File: config.mk
export PLATFORM = sky130hd
export DESIGN_NAME = coax_bit_timer_v2
export DESIGN_NICKNAME = d
export VERILOG_FILES = /design/src/rtl/coax_bit_timer_v2.sv
export SDC_FILE = /design/constraint.sdc
export NUM_CORES = 1
export LEC_CHECK = 0
export ABC_CLOCK_PERIOD_IN_PS = 4400
export BUFFER_PORTS_ARGS = -buffer_cell sky130_fd_sc_hd__buf_2
export CAP_MARGIN = 10
export CORE_ASPECT_RATIO = 1.2
export CORE_MARGIN = 1
export CORE_UTILIZATION = 45
export DETAILED_ROUTE_END_ITERATION = 6
export GPL_TIMING_DRIVEN = 0
export SETUP_SLACK_MARGIN = 0.4
export SLEW_MARGIN = 20
export SYNTH_ARGS = -nofsm -noshare
export SYNTH_HDL_FRONTEND = slang
export SYNTH_SLANG_ARGS = --single-unit
File: constraint.sdc
create_clock -name clk -period 4.4 [get_ports clk]
set_clock_uncertainty 0.1 [all_clocks]
set_input_delay 0.66 -clock clk [delete_from_list [all_inputs] [get_ports clk]]
set_output_delay 0.66 -clock clk [all_outputs]
set_load 0.02 [all_outputs]
File: src/rtl/coax_bit_timer_v2.sv
// Bit-period timer with programmable period, mid/end strobes and a completed-bit counter.
// Optional resync realignment is compiled in with `define COAX_BIT_TIMER_RESYNC_EN.
module coax_bit_timer_v2 #(
  parameter int unsigned MAX_CLOCKS_PER_BIT     = 16,
  parameter int unsigned DEFAULT_CLOCKS_PER_BIT = 8,
  parameter int unsigned COUNT_WIDTH            = 8,
  localparam int unsigned PW = $clog2(MAX_CLOCKS_PER_BIT + 1)
) (
  input  logic                   clk,
  input  logic                   reset,
  input  logic                   enable_i,
  input  logic [PW-1:0]          clocks_per_bit_i,
  input  logic                   resync_i,
  output logic                   active_o,
  output logic                   first_half_o,
  output logic                   second_half_o,
  output logic                   mid_strobe_o,
  output logic                   end_strobe_o,
  output logic [COUNT_WIDTH-1:0] bit_count_o
);

  localparam int unsigned DefClamped =
      (DEFAULT_CLOCKS_PER_BIT < 4) ? 4 :
      (DEFAULT_CLOCKS_PER_BIT > MAX_CLOCKS_PER_BIT) ? MAX_CLOCKS_PER_BIT : DEFAULT_CLOCKS_PER_BIT;
  localparam logic [PW-1:0] DefaultPeriod = PW'(DefClamped);

  typedef enum logic {StIdle, StRun} state_e;

  function automatic logic [PW-1:0] clamp_period(input logic [PW-1:0] x);
    if (x < PW'(4)) begin
      return PW'(4);
    end else if (x > PW'(MAX_CLOCKS_PER_BIT)) begin
      return PW'(MAX_CLOCKS_PER_BIT);
    end
    return x;
  endfunction

  state_e                 state_q, state_d;
  logic [PW-1:0]          counter_q, counter_d;
  logic [PW-1:0]          period_q, period_d;
  logic [COUNT_WIDTH-1:0] count_q, count_d;
  logic                   active_q, first_half_q, second_half_q, mid_q, end_q;
  logic                   active_d, first_half_d, second_half_d, mid_d, end_d;
  logic [PW-1:0]          next_period;
  logic [PW-1:0]          half_d;
  logic                   last_cycle;

`ifndef COAX_BIT_TIMER_RESYNC_EN
  logic unused_resync;
  assign unused_resync = resync_i;
`endif

  always_comb begin
    state_d     = state_q;
    counter_d   = counter_q;
    period_d    = period_q;
    count_d     = count_q;
    next_period = clamp_period(clocks_per_bit_i);
    last_cycle  = (counter_q == period_q - PW'(1));

    unique case (state_q)
      StIdle: begin
        counter_d = '0;
        if (enable_i) begin
          state_d  = StRun;
          period_d = next_period;
          count_d  = '0;
        end
      end
      StRun: begin
        if (!enable_i) begin
          state_d   = StIdle;
          counter_d = '0;
`ifdef COAX_BIT_TIMER_RESYNC_EN
        end else if (resync_i) begin
          // A resync on the final cycle still closes the bit; the new phase uses the new period.
          if (last_cycle) begin
            period_d = next_period;
            count_d  = count_q + COUNT_WIDTH'(1);
          end
          counter_d = period_d >> 1;
`endif
        end else if (last_cycle) begin
          counter_d = '0;
          period_d  = next_period;
          count_d   = count_q + COUNT_WIDTH'(1);
        end else begin
          counter_d = counter_q + PW'(1);
        end
      end
      default: state_d = StIdle;
    endcase

    // Outputs are registered copies of the decode of the next register values.
    half_d        = period_d >> 1;
    active_d      = (state_d == StRun);
    first_half_d  = active_d && (counter_d < half_d);
    second_half_d = active_d && (counter_d >= half_d);
    mid_d         = active_d && (counter_d == half_d - PW'(1));
    end_d         = active_d && (counter_d == period_d - PW'(1));
  end

  always_ff @(posedge clk or posedge reset) begin
    if (reset) begin
      state_q       <= StIdle;
      counter_q     <= '0;
      period_q      <= DefaultPeriod;
      count_q       <= '0;
      active_q      <= 1'b0;
      first_half_q  <= 1'b0;
      second_half_q <= 1'b0;
      mid_q         <= 1'b0;
      end_q         <= 1'b0;
    end else begin
      state_q       <= state_d;
      counter_q     <= counter_d;
      period_q      <= period_d;
      count_q       <= count_d;
      active_q      <= active_d;
      first_half_q  <= first_half_d;
      second_half_q <= second_half_d;
      mid_q         <= mid_d;
      end_q         <= end_d;
    end
  end

  assign active_o      = active_q;
  assign first_half_o  = first_half_q;
  assign second_half_o = second_half_q;
  assign mid_strobe_o  = mid_q;
  assign end_strobe_o  = end_q;
  assign bit_count_o   = count_q;

endmodule

-- After elaboration in Yosys (flattened, before gate mapping)
Cells that the tools add are included.
- logic and storage cells: 46
- bits in writable memories: 0
- register bits: 23
- latch bits: 0
- ROM bits: 0
- output and inout port bits: 13
- memories: 0
- input port bits: 9
- multipliers: 0
- magnitude comparators: 4
- mux-type cells: 17
- reduce and logical (&&, ||, !) cells: 5
- divide/modulo/power cells: 0
- shifts and indexed selects: 0
- add/sub/neg operators: 5
- equality and inequality tests: 6
- bitwise gates (word level): 1
- operator list (kind ; count):
    5-bit two-way mux ; 8
    8-bit two-way mux ; 3
    5-bit one-hot mux with 2 select lines ; 2
    8-bit one-hot mux with 2 select lines ; 1
    5-bit equality test ; 3
    5-bit by 1-bit subtractor with 5-bit output, second input constant ; 2
    8-bit by 1-bit adder with 8-bit output, second input constant ; 1
    5-bit by 1-bit adder with 5-bit output, second input constant ; 1
    5-bit by 4-bit greater-or-equal comparator with 1-bit output ; 1
    5-bit > comparator, second input constant ; 1
    5-bit by 3-bit less-than comparator with 1-bit output, second input constant ; 1
    5-bit by 4-bit less-than comparator with 1-bit output ; 1
    4-bit by 1-bit subtractor with 5-bit output, second input constant ; 1
    1-bit logical AND ; 4
    2-bit != test, second input constant ; 2
    1-bit two-way mux ; 3
    3-bit AND reduction ; 1
    2-bit by 1-bit != test with 1-bit output, second input constant ; 1
    1-bit inverter ; 1

-- Depth between registers and ports, before layout
- word-level depth: 10
- mapped depth: 13
- depth with buffers taken out: 12

-- Worst setup path after synthesis
No wires, ideal clock.
- kind: reg2reg
- start point: register period_q[0]
- end point: register second_half_q (netlist: second_half_o)
- setup slack: 1.401 ns
- cell stages (with the launch flop): 13
- path buffers: 1
- required time: 4.179 ns
- period minus slack after synthesis: 2.999 ns
- arrival: 2.778 ns
- library setup time: 0.121 ns
- cells stage by stage: dfrtp_1 inv_1 ha_1 xnor3_1 and3_4 a41o_1 buf_6 mux2i_4 ha_1 a21o_1 a211o_1 nor2_1 nor2_1
- longest elaborated chain between the ends: 7
- elaborated cells on any way between the ends: 10
- classes of those cells: add/sub (1); order compare (1); eq/ne (1); mux (6); reduce/logical (1)
- RTL lines (what ; RTL line ; RTL):
    start: declaration ; 40 ; logic [PW-1:0] period_q, period_d;
    start signal: assignment ; 107 ; period_q <= DefaultPeriod;
    start signal: assignment ; 117 ; period_q <= period_d;
    5-bit by 1-bit subtractor with 5-bit output * ; 59 ; last_cycle = (counter_q == period_q - PW'(1));
    5-bit equality test * ; 59 ;
    5-bit two-way mux ; 83 ; end else if (last_cycle) begin
    5-bit two-way mux ; 71 ; if (!enable_i) begin
    5-bit one-hot mux with 2 select lines ; 61 ; unique case (state_q)
    5-bit by 4-bit greater-or-equal comparator with 1-bit output * ; 98 ; second_half_d = active_d && (counter_d >= half_d);
    1-bit logical AND * ; 98 ;
    net second_half_d ; 43 ; logic active_d, first_half_d, second_half_d, mid_d, end_d;
    end signal: assignment ; 121 ; second_half_q <= second_half_d;
    end: declaration ; 42 ; logic active_q, first_half_q, second_half_q, mid_q, end_q;
Mark *: on every way through the listed nets, which the timed path passes. The rest lies on a longest branch.
A chain may end at the register's enable or synchronous reset.

-- Final worst setup path
- start point: register period_q[0]
- end point: register end_q (netlist: end_strobe_o)
- longest elaborated chain between the ends: 8
- elaborated cells on any way between the ends: 12
- classes of those cells: add/sub (2); eq/ne (2); mux (7); reduce/logical (1)
- RTL lines (what ; RTL line ; RTL):
    5-bit by 1-bit subtractor with 5-bit output ; 59 ;
    5-bit equality test ; 59 ;
    5-bit two-way mux ; 83 ;
    5-bit two-way mux ; 71 ;
    5-bit one-hot mux with 2 select lines ; 61 ;
    5-bit by 1-bit subtractor with 5-bit output ; 100 ; end_d = active_d && (counter_d == period_d - PW'(1));
    5-bit equality test * ; 100 ;
    1-bit logical AND * ; 100 ;
    net end_d ; 43 ;
    end signal: assignment ; 123 ; end_q <= end_d;
    end: declaration ; 42 ;
Marks and branches as above.

==> metrics.cfg <==
[route]
dr.pass1.iters=7
drt_iter0_markers=76
ant_nets=0
num_vias=1384
avgViaCountPerCell=5.97
drc=3
routed_wl_um=3690
wl_per_cell_um=15.9

[critical_path]
crit_top_cell=ha_1
start_kind=flip-flop
cp_slowest_stage_delay_ns=0.51
cp.arrival_ns=3.59
cp-end-kind=flip-flop
slowest_stage=dfrtp_1
worstPathRequired_ns=4.48
critical_path_class=flip-flop to flip-flop
worstPathMaxFanout=7
path_cells=inv_1 > ha_1 > xnor3_1 > and3_4 > a41oi_2 > a211oi_1 > a21oi_1 > ha_1 > nor4b_1 > o31ai_1 > a211oi_2

[final_layout]
layout-drive-gt1-share_pct=23.6
multiInputGateArea_um2=1020
ff_latch_area_um2=577
area_growth_syn_to_layout_pct=11.4
nets=213
finalNonFillerCells=232
num_antenna_cells=0
n_fill_cell=320

[grt]
grt-ovfl-total=0
grt.total_usage_pct=21.5
grt_pass1_vias=1428
antenna_found_initial=0
grt_max_degree=24
grt_pass1_wl_um=6400

[sta]
drv_slew=0
tightest_slew_ns=0.883
setup_violations=0
maxSlewHeadroom_pct=41.1
rsz0062_at_grt=false
setup_tns_ns=0
finalHoldViolCount=0
fmax_mhz=285
period_needed_ns=3.51
fin_crit_sh_pct=79.8

[clock_tree]
clockBufferDepth=2
numCtsBuffers=3
clock_latency_ns=0.27
post_cts_buffers=0
clockRootBuffer=clkbuf_8
htreeDepth=1
path_clk_slew_ns=0.08
cts_tree=built
cts_sinks=23
cts-resized-gates=0
hold_buffers=0

[yosys]
synth-main-ff-cell=dfrtp_1
ys_ff_latch=23
yosysUniqueCellTypes=58
synth.top_cell.area_share_pct=32.9
yosysWarnings=0
synthCells=171
async_flop_share_pct=100
synth_area_leader_cell=dfrtp_1
postSynthNetCount=188
synth_enable_flop_cells=0
ys_seq_area_share_pct=34.5
avgSynthCellArea_um2=9.78
netlist_area_um2=1670
netlist_top_cells_area=dfrtp_1, ha_1, xor2_1
synthTopCellsByCount=dfrtp_1, nor2_1, inv_1, xor2_1, nand2_1
synth_most_common_cell=dfrtp_1

[floorplan]
core-area_um2=3450
dieWidth_um=57.7
boundaryPins=22
die_h_um=68.8
core.rowCount=23
dieArea_um2=3970
start_util_pct=48.4

[run_status]
status=finished, violations left
violations=DRC

[power]
p_leak_nw=0.892
p_per_area_nw_per_um2=315
ir_drop_uv=133
power_uw=587

[placed_design]
dp_hpwl_um=2960
placed_cells=228
io_buffers=20
place_congestion=0.884

[job]
cap_violations=0

[worst_hold_path]
hold_path.class=primary input to flip-flop

==> stage by stage <==
| stage | utilization [%] | hold slack [ns] | setup slack, ns | instance area, um^2 |
|---|---|---|---|---|
| after global routing | 54.0 | 0.446 | 0.628 | 1860 |
| after CTS | 54.0 | 0.441 | 0.896 | 1860 |
| final | 54.0 | 0.443 | 0.887 | 1860 |
| after detailed placement | 52.7 | 0.439 | 0.929 | 1820 |
| after global placement | 52.7 | 0.424 | 0.976 | 1820 |
| after floorplan | - | 0.488 | 1.40 | 1670 |
==> path summary, 6_finish.rpt <==
path	from	endpoint	slack (ns)	cells after the start
min in group asynchronous	reset	bit_count_o[6]	0.46	2
max	period_q[0]	end_strobe_o	0.89	11
min	enable_i	active_o	0.44	1
max in group asynchronous	reset	mid_strobe_o	3.19	2
max reg2reg	period_q[0]	end_strobe_o	0.89	11
min reg2reg	bit_count_o[7]	bit_count_o[7]	0.45	2
==> registers in the layout (all words and copies together), names as in the netlist <==
signal	count
period_q	5
end_strobe_o	1
counter_q	5
mid_strobe_o	1
second_half_o	1
first_half_o	1
active_o	1
bit_count_o	8
==> report_power, final <==
group          total (mW)  leakage (nW)  switching [mW]  internal (mW)
clock               0.134        0.0228          0.0694         0.0648
combinational       0.209         0.562           0.122         0.0875
sequential          0.243         0.307          0.0171          0.226
total               0.587         0.892           0.209          0.378
==> worst max-delay path, delay by kind of cell (launching register included) <==
| family | cells | cell delay [ns] |
|---|---|---|
| adder cells (fa/ha/maj) | 2 | 0.48 |
| AO/OA/AOI/OAI | 5 | 1.23 |
| buffers and inverters | 1 | 0.14 |
| flip-flops | 1 | 0.51 |
| AND/OR/NAND/NOR | 2 | 0.59 |
| XOR/XNOR | 1 | 0.39 |
==> cells in the final DEF, fill, tap and decap left out, types with 3 or more instances in the layout <==
cell      instances
a211oi_1          3
a21oi_1           6
and3_1            4
buf_2            21
clkbuf_8          3
dfrtp_1          22
ha_1              8
inv_1            12
nand2_1           9
nand3_1           8
nand4_1           4
nor2_1           13
nor3_1            6
o21ai_0           7
or3_1             3
xnor2_1           5
xor2_1           11
==> layout make-up <==
cell class                      instances  share of cell area, %
Sequential cell                        23                   30.9
Buffer                                  4                   1.68
Clock buffer                            4                   2.42
Multi-Input combinational cell        131                   54.5
Inverter                               13                   2.62
Timing Repair Buffer                   20                   5.37
Tap cell                               37                   2.48
==> metal layers <==
metal	vias to the layer above	share of wire [%]	global-route usage (%)
met5	-	0	0
met4	0	2.2	10.7
met3	9	2.9	3.54
met2	23	55	40.7
met1	677	39	23.3
li1	675	-	-
==> cells by family after synthesis <==
group / after synthesis / share of synthesized area, %
XOR/XNOR: 20 / 12.6
flip-flops: 23 / 34.5
buffers and inverters: 17 / 4.79
adder cells (fa/ha/maj): 8 / 5.98
multiplexers: 6 / 4.94
AO/OA/AOI/OAI: 39 / 18.4
AND/OR/NAND/NOR: 58 / 18.8
(Power assumes the default switching activity.)
